## config.mk

```make
export PLATFORM = sky130hd
export DESIGN_NAME = gon_tag_scheduler_flat
export DESIGN_NICKNAME = d
export VERILOG_FILES = /design/src/rtl/gon_tag_scheduler_if.sv /design/src/rtl/gon_tag_scheduler.sv /design/src/flat_wrapper.sv
export SDC_FILE = /design/constraint.sdc
export NUM_CORES = 1
export LEC_CHECK = 0
export CORE_ASPECT_RATIO = 1.2
export CORE_MARGIN = 2
export CORE_UTILIZATION = 40
export CTS_CLUSTER_SIZE = 40
export DETAILED_ROUTE_END_ITERATION = 6
export GPL_TIMING_DRIVEN = 0
export PLACE_DENSITY = 0.54
export SLEW_MARGIN = 30
export SYNTH_ARGS = -nofsm -noshare
export SYNTH_HDL_FRONTEND = slang
export SYNTH_SLANG_ARGS = --single-unit
```

## constraint.sdc

```tcl
create_clock -name clk -period 29.8 [get_ports clk]
set_input_delay 7.45 -clock clk [delete_from_list [all_inputs] [get_ports clk]]
set_output_delay 7.45 -clock clk [all_outputs]
set_load 0.1 [all_outputs]
```

## src/rtl/gon_tag_scheduler_if.sv

```systemverilog
// Tag-FIFO write side and monitored data-FIFO read side of the GON tag scheduler.
// The scheduler owns the master view; the FIFO pair (or a bench) owns the slave view.
interface gon_tag_scheduler_if #(
   parameter int ROW_TAG_WIDTH = 4,
   parameter int COL_TAG_WIDTH = 4
);
   logic [ROW_TAG_WIDTH-1:0] row_tag;
   logic [COL_TAG_WIDTH-1:0] col_tag;
   logic                     tags_wr_en;
   logic                     tags_full;
   logic                     data_rd_en;
   logic                     data_empty;

   modport master (
      output row_tag, col_tag, tags_wr_en,
      input  tags_full, data_rd_en, data_empty
   );

   modport slave (
      input  row_tag, col_tag, tags_wr_en,
      output tags_full, data_rd_en, data_empty
   );
endinterface

```

## src/rtl/gon_tag_scheduler.sv

```systemverilog
// GON tag scheduler: walks a configured row x column tag rectangle a programmed
// number of times, pushing one tag pair per cycle into the tags FIFO, then waits
// until every issued tag has been retired from the data FIFO before signalling done.
module gon_tag_scheduler #(
   parameter int ROW_TAG_WIDTH = 4,
   parameter int COL_TAG_WIDTH = 4,
   parameter int COUNT_WIDTH   = 16
) (
   input  logic                     clk,
   input  logic                     reset,
   input  logic                     configure,
   input  logic [ROW_TAG_WIDTH-1:0] cfg_row_start,
   input  logic [ROW_TAG_WIDTH-1:0] cfg_row_end,
   input  logic [COL_TAG_WIDTH-1:0] cfg_col_start,
   input  logic [COL_TAG_WIDTH-1:0] cfg_col_end,
   input  logic [COUNT_WIDTH-1:0]   cfg_repeat,
   input  logic                     start,
   input  logic                     abort,
   gon_tag_scheduler_if.master      fifo,
   output logic                     busy,
   output logic                     done,
   output logic                     cfg_err
);

   // Wide enough that rows*cols*repeat can never wrap, so the range check is exact.
   localparam int PROD_W = ROW_TAG_WIDTH + COL_TAG_WIDTH + COUNT_WIDTH + 2;

   typedef enum logic [1:0] {
      ST_IDLE,
      ST_ISSUE,
      ST_DRAIN,
      ST_DONE
   } state_t;

   state_t state_q, state_d;

   logic [ROW_TAG_WIDTH-1:0] row_start_q, row_end_q, row_q;
   logic [COL_TAG_WIDTH-1:0] col_start_q, col_end_q, col_q;
   logic [COUNT_WIDTH-1:0]   repeat_q, pass_q, retired_q, total_q;
   logic                     cfg_err_q;

   logic [PROD_W-1:0] rows_ext, cols_ext, repeat_ext, product;
   logic              cfg_valid;
   logic              push, retire;
   logic              col_last, row_last, pass_last, last_tag;

   // Size of the run implied by the registered configuration.
   assign rows_ext   = PROD_W'(row_end_q) - PROD_W'(row_start_q) + PROD_W'(1);
   assign cols_ext   = PROD_W'(col_end_q) - PROD_W'(col_start_q) + PROD_W'(1);
   assign repeat_ext = PROD_W'(repeat_q);
   assign product    = rows_ext * cols_ext * repeat_ext;

   // The total must fit the counters; ranges must be ordered and repeat non-zero.
   assign cfg_valid = (row_start_q <= row_end_q) && (col_start_q <= col_end_q) &&
                      (repeat_q != '0) && (product[PROD_W-1:COUNT_WIDTH] == '0);

   assign push   = (state_q == ST_ISSUE) && !fifo.tags_full;
   assign retire = ((state_q == ST_ISSUE) || (state_q == ST_DRAIN)) &&
                   fifo.data_rd_en && !fifo.data_empty;

   assign col_last  = (col_q == col_end_q);
   assign row_last  = (row_q == row_end_q);
   assign pass_last = (pass_q == repeat_q - COUNT_WIDTH'(1));
   assign last_tag  = col_last && row_last && pass_last;

   assign fifo.tags_wr_en = push;
   assign fifo.row_tag    = row_q;
   assign fifo.col_tag    = col_q;
   assign busy            = (state_q != ST_IDLE);
   assign done            = (state_q == ST_DONE);
   assign cfg_err         = cfg_err_q;

   // State register.
   // NOTE: clocked state uses non-blocking assignments so every flop samples
   // pre-edge values regardless of process ordering.
   always_ff @(posedge clk or negedge reset) begin
      if (!reset) state_q <= ST_IDLE;
      else        state_q <= state_d;
   end

   // Next-state logic; abort outranks a simultaneous push or retire.
   always_comb begin
      // NOTE: next state defaults to the current one before any branch, so no
      // path leaves it unassigned and no latch is inferred.
      state_d = state_q;
      case (state_q)
         ST_IDLE:  if (start && cfg_valid) state_d = ST_ISSUE;
         ST_ISSUE: begin
            if (abort)                 state_d = ST_IDLE;
            else if (push && last_tag) state_d = ST_DRAIN;
         end
         ST_DRAIN: begin
            if (abort)                        state_d = ST_IDLE;
            else if (retired_q == total_q)    state_d = ST_DONE;
         end
         ST_DONE:  state_d = ST_IDLE;
         default:  state_d = ST_IDLE;
      endcase
   end

   // Configuration registers: loaded only while idle, kept across runs for reissue.
   always_ff @(posedge clk or negedge reset) begin
      if (!reset) begin
         row_start_q <= '0;
         row_end_q   <= '0;
         col_start_q <= '0;
         col_end_q   <= '0;
         repeat_q    <= '0;
      end else if (configure && (state_q == ST_IDLE)) begin
         row_start_q <= cfg_row_start;
         row_end_q   <= cfg_row_end;
         col_start_q <= cfg_col_start;
         col_end_q   <= cfg_col_end;
         repeat_q    <= cfg_repeat;
      end
   end

   // Error pulse: configure while running, or start with an unusable configuration.
   always_ff @(posedge clk or negedge reset) begin
      if (!reset) cfg_err_q <= 1'b0;
      else        cfg_err_q <= (configure && (state_q != ST_IDLE)) ||
                               (start && (state_q == ST_IDLE) && !cfg_valid);
   end

   // Tag walk and run counters.
   always_ff @(posedge clk or negedge reset) begin
      if (!reset) begin
         row_q     <= '0;
         col_q     <= '0;
         pass_q    <= '0;
         retired_q <= '0;
         total_q   <= '0;
      end else begin
         case (state_q)
            ST_IDLE: begin
               if (start && cfg_valid) begin
                  row_q     <= row_start_q;
                  col_q     <= col_start_q;
                  pass_q    <= '0;
                  retired_q <= '0;
                  total_q   <= product[COUNT_WIDTH-1:0];
               end
            end
            ST_ISSUE, ST_DRAIN: begin
               if (abort) begin
                  pass_q    <= '0;
                  retired_q <= '0;
                  total_q   <= '0;
               end else begin
                  if (push) begin
                     if (col_last) begin
                        col_q <= col_start_q;
                        if (row_last) begin
                           row_q  <= row_start_q;
                           pass_q <= pass_q + COUNT_WIDTH'(1);
                        end else begin
                           row_q <= row_q + ROW_TAG_WIDTH'(1);
                        end
                     end else begin
                        col_q <= col_q + COL_TAG_WIDTH'(1);
                     end
                  end
                  if (retire) retired_q <= retired_q + COUNT_WIDTH'(1);
               end
            end
            default: ;
         endcase
      end
   end

endmodule

```

## src/flat_wrapper.sv

```systemverilog
// flat-port wrapper written by rule: the top's interface ports become plain ports
module gon_tag_scheduler_flat 
#(
   parameter int ROW_TAG_WIDTH = 4,
   parameter int COL_TAG_WIDTH = 4,
   parameter int COUNT_WIDTH   = 16
)
  (clk, reset, configure, cfg_row_start, cfg_row_end, cfg_col_start, cfg_col_end, cfg_repeat, start, abort, busy, done, cfg_err, fifo_row_tag, fifo_col_tag, fifo_tags_wr_en, fifo_tags_full, fifo_data_rd_en, fifo_data_empty);
  gon_tag_scheduler_if #(.ROW_TAG_WIDTH(ROW_TAG_WIDTH), .COL_TAG_WIDTH(COL_TAG_WIDTH)) fifo_i ();
  input  logic clk;
  input  logic reset;
  input  logic configure;
  input  logic [ROW_TAG_WIDTH-1:0] cfg_row_start;
  input  logic [ROW_TAG_WIDTH-1:0] cfg_row_end;
  input  logic [COL_TAG_WIDTH-1:0] cfg_col_start;
  input  logic [COL_TAG_WIDTH-1:0] cfg_col_end;
  input  logic [COUNT_WIDTH-1:0] cfg_repeat;
  input  logic start;
  input  logic abort;
  output logic busy;
  output logic done;
  output logic cfg_err;
  output wire logic [$bits(fifo_i.row_tag)-1:0] fifo_row_tag;
  output wire logic [$bits(fifo_i.col_tag)-1:0] fifo_col_tag;
  output wire logic [$bits(fifo_i.tags_wr_en)-1:0] fifo_tags_wr_en;
  input wire logic [$bits(fifo_i.tags_full)-1:0] fifo_tags_full;
  input wire logic [$bits(fifo_i.data_rd_en)-1:0] fifo_data_rd_en;
  input wire logic [$bits(fifo_i.data_empty)-1:0] fifo_data_empty;
  assign fifo_row_tag = fifo_i.row_tag;
  assign fifo_col_tag = fifo_i.col_tag;
  assign fifo_tags_wr_en = fifo_i.tags_wr_en;
  assign fifo_i.tags_full = fifo_tags_full;
  assign fifo_i.data_rd_en = fifo_data_rd_en;
  assign fifo_i.data_empty = fifo_data_empty;
  gon_tag_scheduler #(.ROW_TAG_WIDTH(ROW_TAG_WIDTH), .COL_TAG_WIDTH(COL_TAG_WIDTH), .COUNT_WIDTH(COUNT_WIDTH)) u_core (.clk(clk), .reset(reset), .configure(configure), .cfg_row_start(cfg_row_start), .cfg_row_end(cfg_row_end), .cfg_col_start(cfg_col_start), .cfg_col_end(cfg_col_end), .cfg_repeat(cfg_repeat), .start(start), .abort(abort), .fifo(fifo_i), .busy(busy), .done(done), .cfg_err(cfg_err));
endmodule
```

==> metrics.log <==
INFO  metric fmaxAchievable = 0.0571 GHz
INFO  metric tritoncts_clock_tree = done
INFO  metric port_buffers = 51
INFO  metric cp_slowest_cell = sky130_fd_sc_hd__a2111oi_2
INFO  metric track_usage = 24.6%
INFO  metric post_synth_fa_ha_maj_area_fraction = 49.0%
INFO  metric met1_length = 29,400 µm
INFO  metric synth-simple-area-share = roughly 16%
INFO  metric drt_iter0_drc = a little over 1,000
INFO  metric critical_path.max_fanout = 10
INFO  metric worst_setup_hold_path_clk_slew = ~0.070 ns
INFO  metric ys_async_sr_fraction = 100%
INFO  metric fin_skew = 0.00866 ns
INFO  metric avgSynthCellArea = 9.19 µm²
INFO  metric finalHoldViolations = 0
INFO  metric path_delay_family = adder cells
INFO  metric relSlewSlack = a little under a third
INFO  metric postSynthNetCount = 3,336
INFO  metric largest_family_of_logic_cells_by_synthesized_area = adder cells
INFO  metric finalWeightedCongestion = 0.946
INFO  metric design.portCount = 52
INFO  metric placementRows = 98
INFO  metric synth-warning-count = 0
INFO  metric grt_antenna_before_repair = 1
INFO  metric final_min_period = 17.52 ns
INFO  metric compound_cell_area_share_of_the_yosys_netlist = between 7 and 8%
INFO  metric setup_total_negative_slack = 0 ns
INFO  metric drt_pre_antenna_iters = 5
INFO  metric hpwlAfterDp = around 63,000 µm
INFO  metric clock_buffer_depth = 2
INFO  metric fp.dieArea = between 60,000 and 70,000 µm²
INFO  metric mostFrequentLayoutCell = sky130_fd_sc_hd__inv_1
INFO  metric cp_slowest_stage_delay = ~0.74 ns
INFO  metric die_h = 273 µm
INFO  metric hold_path_class = reg -> reg
INFO  metric library_cells_used_by_synthesis = 71
INFO  metric dr.max_layer_used = met4
INFO  metric floorplan.initialDensity = about two fifths
INFO  metric grt_start_max_net_pins = 66
INFO  metric die_x = 229 µm
INFO  metric worstSetupPathType = reg -> reg
INFO  metric synth-seq-cells = around 90
INFO  metric wire_length_of_the_first_global_routing_pass = about 120,000 µm
INFO  metric viasPerCell = 5.22
INFO  metric critical_path.n_buffers_inverters = 13
INFO  metric cap_viol_max_count = 0
INFO  metric cts-buffers-inserted = 9
INFO  metric setup.worst_path.start_class = flip-flop
INFO  metric clock_latency = between 0.3 and 0.4 ns
INFO  metric timing.critical_path.arrival = 17.77 ns
INFO  metric num_vias = 18,280
INFO  metric cpMostUsedCell = sky130_fd_sc_hd__fa_1
INFO  metric tightestPinTransition = 1.04 ns
INFO  metric worst_r2r_path_depth = 50
INFO  metric final_cell_mix = sky130_fd_sc_hd__inv_1, sky130_fd_sc_hd__fa_1, sky130_fd_sc_hd__nand2_1
INFO  metric final_cells = 3,503
INFO  metric gr-total-overflow = 0
INFO  metric post_syn_instances = 2,634
INFO  metric cts_hold_repair.buffers = 0
INFO  metric drv_slew = 0
INFO  metric avgRoutedWirePerCell = about 21 µm
INFO  metric placed_cells = 3,486
INFO  metric dominantRegCellSynth = sky130_fd_sc_hd__dfrtp_1
INFO  metric clock-root-buffer = sky130_fd_sc_hd__clkbuf_16
INFO  metric number_of_clock_sinks_seen_by_cts = 91
INFO  metric layout.nets = 3,399
INFO  metric detailroute.wirelength.met2 = 37,500 µm
INFO  metric xor_xnor_share_of_the_synthesized_area = under 10%
INFO  metric synth_enable_flop_cells = 0
INFO  metric synth.mux.area_fraction = a little over 2%
INFO  metric outcome = finished clean
INFO  metric cts_htree_levels = 3
INFO  metric finalSetupViolations = 0
INFO  metric critical_path_cell_count = 50
INFO  metric min_path_cells = 1
INFO  metric seq_area_frac_synth = 9.41%
INFO  metric min_period_over_period = roughly three fifths
INFO  metric routed_wire_length = between 70,000 and 80,000 µm
INFO  metric wp_data_required = 30.05 ns
INFO  metric cts_setup_buffers = 0
INFO  metric ant_nets = 0
INFO  metric final_layout_size_suffix_gt1_share = about 3.6%
INFO  metric syn_to_final_growth = 7.72%
INFO  metric grt_setup_unrepaired = false
INFO  metric timing.critical_path.to_type = flip-flop
INFO  metric route.met3.wl = 4800 µm
INFO  metric coreArea = between 50,000 and 60,000 µm²
INFO  metric drcViolationCount = 0
INFO  metric netlist_area = 24,200 µm²
INFO  metric post_cts_resize_count = 0
INFO  metric via_count_of_the_first_global_routing_pass = 20,360
==> layout make-up <==
cell class	count	area, µm²
Fill cell	5974	33600
Multi-Input combinational cell	1854	19300
Sequential cell	91	2280
Inverter	581	2180
Tap cell	800	1000
Timing Repair Buffer	52	539
Buffer	108	424
Clock buffer	10	229
Clock inverter	6	71.3
Antenna cell	1	2.50
==> path summary, 6_finish.rpt <==
| kind | startpoint | end | slack (ns) |
|---|---|---|---|
| worst max register to register | u_core.row_start_q[0] | u_core.total_q[11] | 12.28 |
| min in group asynchronous | reset | u_core.retired_q[11] | 6.95 |
| worst min-delay path | u_core.total_q[8] | u_core.total_q[8] | 0.51 |
| worst max-delay path | u_core.row_start_q[0] | u_core.total_q[11] | 12.28 |
| worst min register to register | u_core.total_q[8] | u_core.total_q[8] | 0.51 |
| max in group asynchronous | reset | u_core.pass_q[14] | 22.22 |
==> kinds of logic after synthesis <==
| kind of cell | after synthesis |
|---|---|
| buffers and inverters | 689 |
| multiplexers | 45 |
| XOR/XNOR | 144 |
| AND/OR/NAND/NOR | 722 |
| adder cells (fa/ha/maj) | 662 |
| flip-flops | 91 |
| AO/OA/AOI/OAI | 281 |
==> worst register-to-register path: cells and delay by family, from the launching register on <==
family                     cells  cell delay (ns)
xor gates and xnor gates       1             0.57
adders and majority gates     18             8.40
DFF                            1             0.44
AOI/OAI and AO/OA              8             3.02
buffers and inverters         13             2.41
and+or+nand+nor               10             2.56
==> cell usage after synthesis, types with 32 or more instances <==
library cell               count  share of area (%)
sky130_fd_sc_hd__inv_1       580                9.0
sky130_fd_sc_hd__nand3_1      32               0.66
sky130_fd_sc_hd__dfrtp_1      91                9.4
sky130_fd_sc_hd__clkbuf_1     91                1.4
sky130_fd_sc_hd__mux2_2       34                1.6
sky130_fd_sc_hd__and2_1      173                4.5
sky130_fd_sc_hd__xnor2_1      98                3.5
sky130_fd_sc_hd__nand2b_1     64                1.7
sky130_fd_sc_hd__a21o_1       36                1.1
sky130_fd_sc_hd__nor2b_1      47                1.2
sky130_fd_sc_hd__o21ai_0      69                1.4
sky130_fd_sc_hd__ha_1        187                9.7
sky130_fd_sc_hd__nor2_1       84                1.3
sky130_fd_sc_hd__fa_1        475                 39
sky130_fd_sc_hd__a21oi_1      64                1.3
sky130_fd_sc_hd__nand2_1     200                3.1
sky130_fd_sc_hd__xor2_1       39                1.4
==> sequential cells by signal, indices dropped and copies added (netlist names), 4 cells and up <==
signal,flops
u_core.fifo.col_tag,4
u_core.total_q,16
u_core.col_start_q,4
u_core.col_end_q,4
u_core.repeat_q,16
u_core.fifo.row_tag,4
u_core.row_start_q,4
u_core.pass_q,16
u_core.retired_q,16
u_core.row_end_q,4
==> metal layers <==
layer / global-route usage (%) / vias to the layer above
met3: 4.71 / 137
met5: 0 / -
met1: 29.9 / 9325
met2: 43.8 / 592
met4: 8.17 / 0
li1: - / 8226
==> metrics by stage <==
stage	setup slack, ns	hold WS, ns	instance area [µm²]	util (%)
6_report	12.28	0.508	26100	43.7
5_1_grt	11.50	0.514	26100	43.7
4_1_cts	12.35	0.510	26100	43.6
3_5_place_dp	12.42	0.494	25800	43.1
3_3_place_gp	11.25	0.489	25700	43.1
2_1_floorplan	14.13	0.468	24200	-
Power is not shown: default switching activity piles up to over one toggle a cycle in this logic, so the estimate is an artifact.
